### config.mk
export PLATFORM = sky130hd
export DESIGN_NAME = apb_master_sequencer
export DESIGN_NICKNAME = d
export VERILOG_FILES = /design/src/rtl/apb_master_pkg.sv /design/src/rtl/apb_cmd_fifo.sv /design/src/rtl/apb_master_sequencer.sv
export SDC_FILE = /design/constraint.sdc
export NUM_CORES = 1
export LEC_CHECK = 0
export CORE_MARGIN = 2
export CORE_UTILIZATION = 49
export CTS_CLUSTER_DIAMETER = 200
export DETAILED_ROUTE_END_ITERATION = 10
export GPL_ROUTABILITY_DRIVEN = 0
export PLACE_DENSITY = 0.85
export SYNTH_ARGS = -nofsm -noshare
export SYNTH_HDL_FRONTEND = slang
export SYNTH_HIERARCHICAL = 1
export SYNTH_SLANG_ARGS = --single-unit
### constraint.sdc
create_clock -name i_PCLK -period 2.1 [get_ports i_PCLK]
set_input_delay 0.42 -clock i_PCLK [delete_from_list [all_inputs] [get_ports i_PCLK]]
set_output_delay 0.42 -clock i_PCLK [all_outputs]
set_load 0.01 [all_outputs]
### src/rtl/apb_master_pkg.sv
// apb_master_pkg: shared FSM encoding, slave register map and command layout
package apb_master_pkg;
    typedef enum logic [1:0] {IDLE, SETUP, ACCESS} state_t;
    localparam logic [15:0] ADDR_CONFIG = 16'h0040;
    localparam logic [15:0] ADDR_TXRX   = 16'h0044;
    localparam logic [15:0] ADDR_CMD    = 16'h004C;
    localparam int CMD_WRITE_W = 1;
    localparam int CNT_W = 8;
    function automatic int cmd_width(input int aw, input int dw);
        return CMD_WRITE_W + aw + dw;
    endfunction
endpackage

### src/rtl/apb_cmd_fifo.sv
// apb_cmd_fifo: synchronous command FIFO; pointers carry an extra wrap bit to tell full from empty
module apb_cmd_fifo #(
    parameter int DEPTH = 4,
    parameter int W = 25
) (
    input  logic         clk,
    input  logic         rst_n,
    input  logic         push,
    input  logic [W-1:0] wdata,
    input  logic         pop,
    output logic [W-1:0] rdata,
    output logic         full,
    output logic         empty
);
    localparam int AW = $clog2(DEPTH);
    logic [AW:0] wr_ptr, rd_ptr;
    logic [W-1:0] mem [DEPTH];
    assign full  = (wr_ptr[AW] != rd_ptr[AW]) && (wr_ptr[AW-1:0] == rd_ptr[AW-1:0]);
    assign empty = wr_ptr == rd_ptr;
    assign rdata = mem[rd_ptr[AW-1:0]];
    always_ff @(posedge clk or negedge rst_n) begin
        if (!rst_n) begin
            wr_ptr <= '0;
            rd_ptr <= '0;
        end else begin
            if (push && !full) wr_ptr <= wr_ptr + (AW+1)'(1);
            if (pop && !empty) rd_ptr <= rd_ptr + (AW+1)'(1);
        end
    end
    always_ff @(posedge clk) begin
        if (push && !full) mem[wr_ptr[AW-1:0]] <= wdata;
    end
endmodule

### src/rtl/apb_master_sequencer.sv
// apb_master_sequencer: drains queued {write, addr, wdata} commands as APB SETUP/ACCESS transfers
// and returns one response (read data, timeout flag) per command in push order.
module apb_master_sequencer
    import apb_master_pkg::*;
#(
    parameter int FIFO_DEPTH  = 4,
    parameter int ADDR_W      = 16,
    parameter int DATA_W      = 8,
    parameter int TIMEOUT_CYC = 255
) (
    input  logic              i_PCLK,
    input  logic              i_PRESETn,
    input  logic              i_cmd_valid,
    output logic              o_cmd_ready,
    input  logic              i_cmd_write,
    input  logic [ADDR_W-1:0] i_cmd_addr,
    input  logic [DATA_W-1:0] i_cmd_wdata,
    output logic              o_PSEL0,
    output logic              o_PENABLE,
    output logic              o_PWRITE,
    output logic [ADDR_W-1:0] o_PADDR,
    output logic [DATA_W-1:0] o_PWDATA,
    input  logic              i_PREADY,
    input  logic [DATA_W-1:0] i_PRDATA,
    output logic              o_rsp_valid,
    output logic [DATA_W-1:0] o_rsp_rdata,
    output logic              o_rsp_err,
    output logic              o_busy
);
    localparam int CMD_W = cmd_width(ADDR_W, DATA_W);
    localparam logic [CNT_W-1:0] CNT_LAST = CNT_W'(TIMEOUT_CYC - 1);
    state_t state, state_nx;
    logic [CNT_W-1:0] cnt;
    logic [CMD_W-1:0] head;
    logic full, empty, pop, done, abort;
    apb_cmd_fifo #(.DEPTH(FIFO_DEPTH), .W(CMD_W)) u_fifo (
        .clk(i_PCLK),
        .rst_n(i_PRESETn),
        .push(i_cmd_valid),
        .wdata({i_cmd_write, i_cmd_addr, i_cmd_wdata}),
        .pop(pop),
        .rdata(head),
        .full(full),
        .empty(empty)
    );
    assign o_cmd_ready = !full;
    assign o_PSEL0     = state != IDLE;
    assign o_PENABLE   = state == ACCESS;
    assign o_busy      = !empty || state != IDLE;
    assign done        = state == ACCESS && i_PREADY;
    // The abort edge is the last ACCESS cycle, so ACCESS lasts exactly TIMEOUT_CYC cycles.
    assign abort       = state == ACCESS && !i_PREADY && cnt == CNT_LAST;
    always_comb begin
        state_nx = state;
        pop = 1'b0;
        case (state)
            IDLE: begin
                pop = !empty;
                state_nx = empty ? IDLE : SETUP;
            end
            SETUP: state_nx = ACCESS;
            ACCESS: begin
                pop = done && !empty;
                state_nx = done ? (empty ? IDLE : SETUP) : abort ? IDLE : ACCESS;
            end
            default: state_nx = IDLE;
        endcase
    end
    always_ff @(posedge i_PCLK or negedge i_PRESETn) begin
        if (!i_PRESETn) begin
            state       <= IDLE;
            cnt         <= '0;
            o_PWRITE    <= 1'b0;
            o_PADDR     <= '0;
            o_PWDATA    <= '0;
            o_rsp_valid <= 1'b0;
            o_rsp_rdata <= '0;
            o_rsp_err   <= 1'b0;
        end else begin
            state <= state_nx;
            if (pop) begin
                o_PWRITE <= head[CMD_W-1];
                o_PADDR  <= head[ADDR_W+DATA_W-1:DATA_W];
                o_PWDATA <= head[CMD_W-1] ? head[DATA_W-1:0] : '0;
            end
            cnt <= state == SETUP ? '0 : (state == ACCESS && !i_PREADY) ? cnt + CNT_W'(1) : cnt;
            o_rsp_valid <= done || abort;
            o_rsp_err   <= abort;
            if (done || abort) o_rsp_rdata <= (done && !o_PWRITE) ? i_PRDATA : '0;
        end
    end
endmodule

==> run_results.csv <==
group,metric,value,unit
yosys,post_synth.cell_area_avg,18.0,um^2
sta,final_period_minus_worst_setup_slack,2.07,ns
yosys,synth_seq_cells,151,
grt,grt_start_max_net_pins,30,
sta,timing.final.max_slew_violations,0,
power_and_ir_drop,comb_power_share,40.0,%
drt,route.detailed.drc,0,
clock_network,number_of_buffers_added_by_the_clock_tree_synthesis_step,17,
finish,multi_input_gate_area,0.00183,mm^2
finish,layout-drive-gt1-share,30.5,%
drt,finalWirelength,12900,um
finish,syn2layout_area_growth,30.4,%
finish,area.sequential,0.00429,mm^2
setup_path,worst_r2r_path_depth,7,
floorplan,ioPinCount,76,
clock_network,cts-root-buf,"sky130_fd_sc_hd__clkbuf_16",
grt,gr-usage-all-layers,20.9,%
setup_path,worst_path_max_delay_cell,"sky130_fd_sc_hd__dfrtp_2",
clock_network,cts.sink_count,151,
power_and_ir_drop,power.density,1570,mW/mm^2
yosys,synthTopCellsByArea,"sky130_fd_sc_hd__edfxtp_1, sky130_fd_sc_hd__dfrtp_1, sky130_fd_sc_hd__mux4_2, sky130_fd_sc_hd__mux2_2, sky130_fd_sc_hd__mux2i_1",
sta,maxSlewHeadroom,73.7,%
yosys,netlist.top_cell.by_area,"sky130_fd_sc_hd__edfxtp_1",
placement,placement.io_buffers,75,
yosys,synth_seq_area_share,69.2,%
sta,grt_setup_unrepaired,"true",
drt,routed-via-count,3576,
sta,fin_worst_hold_slack,0.466,ns
power_and_ir_drop,total_leakage_power,0.00296,uW
clock_network,clk-insertion-delay-late,0.42,ns
grt,grt_pass1_wl,20600,um
placement,place_ws,-0.00362,ns
yosys,syn-cell-area,0.00619,mm^2
outcome,run_status,"finished, final reports clean",
power_and_ir_drop,netSwitchingPower,4020,uW
drt,ant_nets,0,
setup_path,setup.worst_path.end_class,"output port",
setup_path,critical_path_required,1.68,ns
yosys,synth.distinct_cells,53,
yosys,net_count_synth,387,
floorplan,full_die_area,0.0135,mm^2
setup_path,reg2reg_from,"u_fifo/rd_ptr[1]",
flow_run,max-cap-violations,0,
floorplan,dieWidth,116,um
sta,timing.final.crit_share,98.3,%
finish,antennaDiodeCount,0,
sta,finClkSkew,0.00719,ns
floorplan,core.rowCount,41,
grt,grt_antenna_before_repair,0,
setup_path,criticalPathCategory,"reg -> out",
finish,final_core_util,64.7,%
power_and_ir_drop,p_total,12700,uW
setup_path,worstPathCellList,"buf_4, xnor2_4, nand3_4, inv_2, inv_1, dlygate4sd2_1",
setup_path,arrival,1.65,ns
power_and_ir_drop,clock_power_share,24.6,%
yosys,ys.warnings.count,6,
setup_path,regToRegEndpoint,"o_PADDR[9]",
power_and_ir_drop,cell_internal_pwr,8660,uW
grt,overflow,0,
placement,place.detailed.hpwl,8030,um
sta,max_freq,0.484,GHz
sta,finalHoldViolations,0,
yosys,async_flop_share,33.8,%
sta,timing.setup.tns,0,ns
clock_network,cts-htree-levels,4,
setup_path,cpPeakStageDelay,0.41,ns
setup_path,critical_path_peak_fanout,4,
yosys,ys_top_cells_by_count,"sky130_fd_sc_hd__edfxtp_1, sky130_fd_sc_hd__dfrtp_1, sky130_fd_sc_hd__mux4_2, sky130_fd_sc_hd__nand2_1, sky130_fd_sc_hd__inv_1",
sta,tightest_slew,0.392,ns
drt,drt_iter0_markers,334,
sta,minimum_setup_slack_in_the_final_design,0.0347,ns
sta,final-setup-viol-count,0,
setup_path,cp-endpoint,"o_cmd_ready",
drt,routed_via_density,5.52,
floorplan,start_util,49.6,%
clock_network,cts_tree,"yes",
clock_network,clock_path_buffers,2,
hold_path,hp-class,"in -> async",
floorplan,die_height,116,um
power_and_ir_drop,seq_power_share,35.5,%
grt,first_global_vias,3975,
yosys,synthMostInstantiatedCell,"sky130_fd_sc_hd__edfxtp_1",
finish,finish.net_count,507,
yosys,dominantRegCellSynth,"sky130_fd_sc_hd__edfxtp_1",
drt,drt-pass1-iter-count,4,
yosys,postSynthCellCount,343,
clock_network,clk_pin_slew,0.06,ns
setup_path,kind_of_launch_point_of_the_worst_setup_path,"register",
power_and_ir_drop,power.ir.vdd_worst,0.865,mV
setup_path,worst-r2r-setup-slack,0.07,ns
power_and_ir_drop,power.switching_fraction,31.7,%
setup_path,startpoint,"u_fifo/rd_ptr[1]",
yosys,synthDominantCellAreaShare,48.5,%
yosys,synth_edf_count,100,
floorplan,core_area,0.0125,mm^2
drt,routedWlPerCell,19.9,um
finish,final.fill_count,834,
[worst min-delay path by stage]
stage,from,to
after floorplan,i_PRESETn,cnt[0]
after global routing,i_PRESETn,o_PWDATA[5]
after global placement,i_PRESETn,cnt[2]
after detailed placement,i_PRESETn,cnt[2]
after CTS,i_PRESETn,o_PADDR[2]
final,i_PRESETn,o_PWDATA[5]
[final cells by class]
| type | count | area share, % |
|---|---|---|
| clock buffer | 22 | 5.75 |
| timing repair buffer | 114 | 13.2 |
| multi-input combinational | 161 | 22.6 |
| tap | 172 | 2.67 |
| clock inverter | 10 | 1.77 |
| inverter | 18 | 0.837 |
| sequential | 151 | 53.1 |
[flip-flops by register name (all words and copies together), names as in the netlist]
register and count:
cnt 8, o_PWDATA 8, o_rsp_rdata 8, o_PADDR 16
state 2, o_rsp_err 1, o_rsp_valid 1, u_fifo/mem 100
u_fifo/wr_ptr 3, o_PWRITE 1, u_fifo/rd_ptr 3
[cell families after synthesis]
family	Yosys count	synth area share, %
xor gates and xnor gates	9	1.64
adders and majority gates	7	1.42
buffers and inverters	31	2.79
muxes	53	14.0
AOI/OAI and AO/OA	37	5.44
DFF	151	69.2
and+or+nand+nor	55	5.58
[cell usage in the layout (no fill, tap or decap), drive strengths merged, types with 2 or more instances in the layout]
cell type      count
xnor2              5
a221o              8
nor3               6
nand2b             5
a22oi              2
and3               3
bufinv             3
clkdlybuf4s50     71
clkbuf            23
a21oi              5
nand4b             2
nand3              2
xor2               4
o311ai             2
buf               39
edfxtp           100
ha                 7
nor2               2
a211oi             2
dfrtp             51
o21ai              4
mux4              25
and2               8
clkinv             3
inv               21
nand2             19
o31ai              5
mux2              17
mux2i             11
nor3b              2
[critical path, delay by kind of cell (launching register included)]
kind | cells | cell delay (ns)
buffers and inverters | 4 | 0.51
DFF | 1 | 0.41
xor gates and xnor gates | 1 | 0.18
and+or+nand+nor | 1 | 0.12
[power groups by stage]
stage | registers, uW | logic [uW] | clock network, uW
after global routing | 4590 | 5440 | 3270
after detailed placement | 4560 | 4520 | 0
after floorplan | 4600 | 2740 | 0
after CTS | 4500 | 4970 | 3150
final | 4500 | 5070 | 3120
after global placement | 4520 | 4340 | 0
[metal layers]
metal  global-route usage [%]  wire length, um  up-vias
li1                         -                -     1577
met4                     8.81              252        0
met3                     6.49              827       25
met5                        0                0        -
met1                     25.0             5060     1847
met2                     35.5             6780      127
[timing repair]
action,4_1_cts,5_1_grt
pin swaps,5,2
gates cloned,0,0
hold buffers,1,0
setup endpoints to repair,21,3
hold endpoints to repair,14,0
setup buffers,14,2
resized for setup,15,8
[through the flow]
stage	cell area, um^2	instances
floorplan	6190	343
global placement	7240	599
detailed placement	7240	599
CTS	8030	646
global route	8070	648
finish	8070	648
Note: power is estimated with default switching activity, not from simulation.
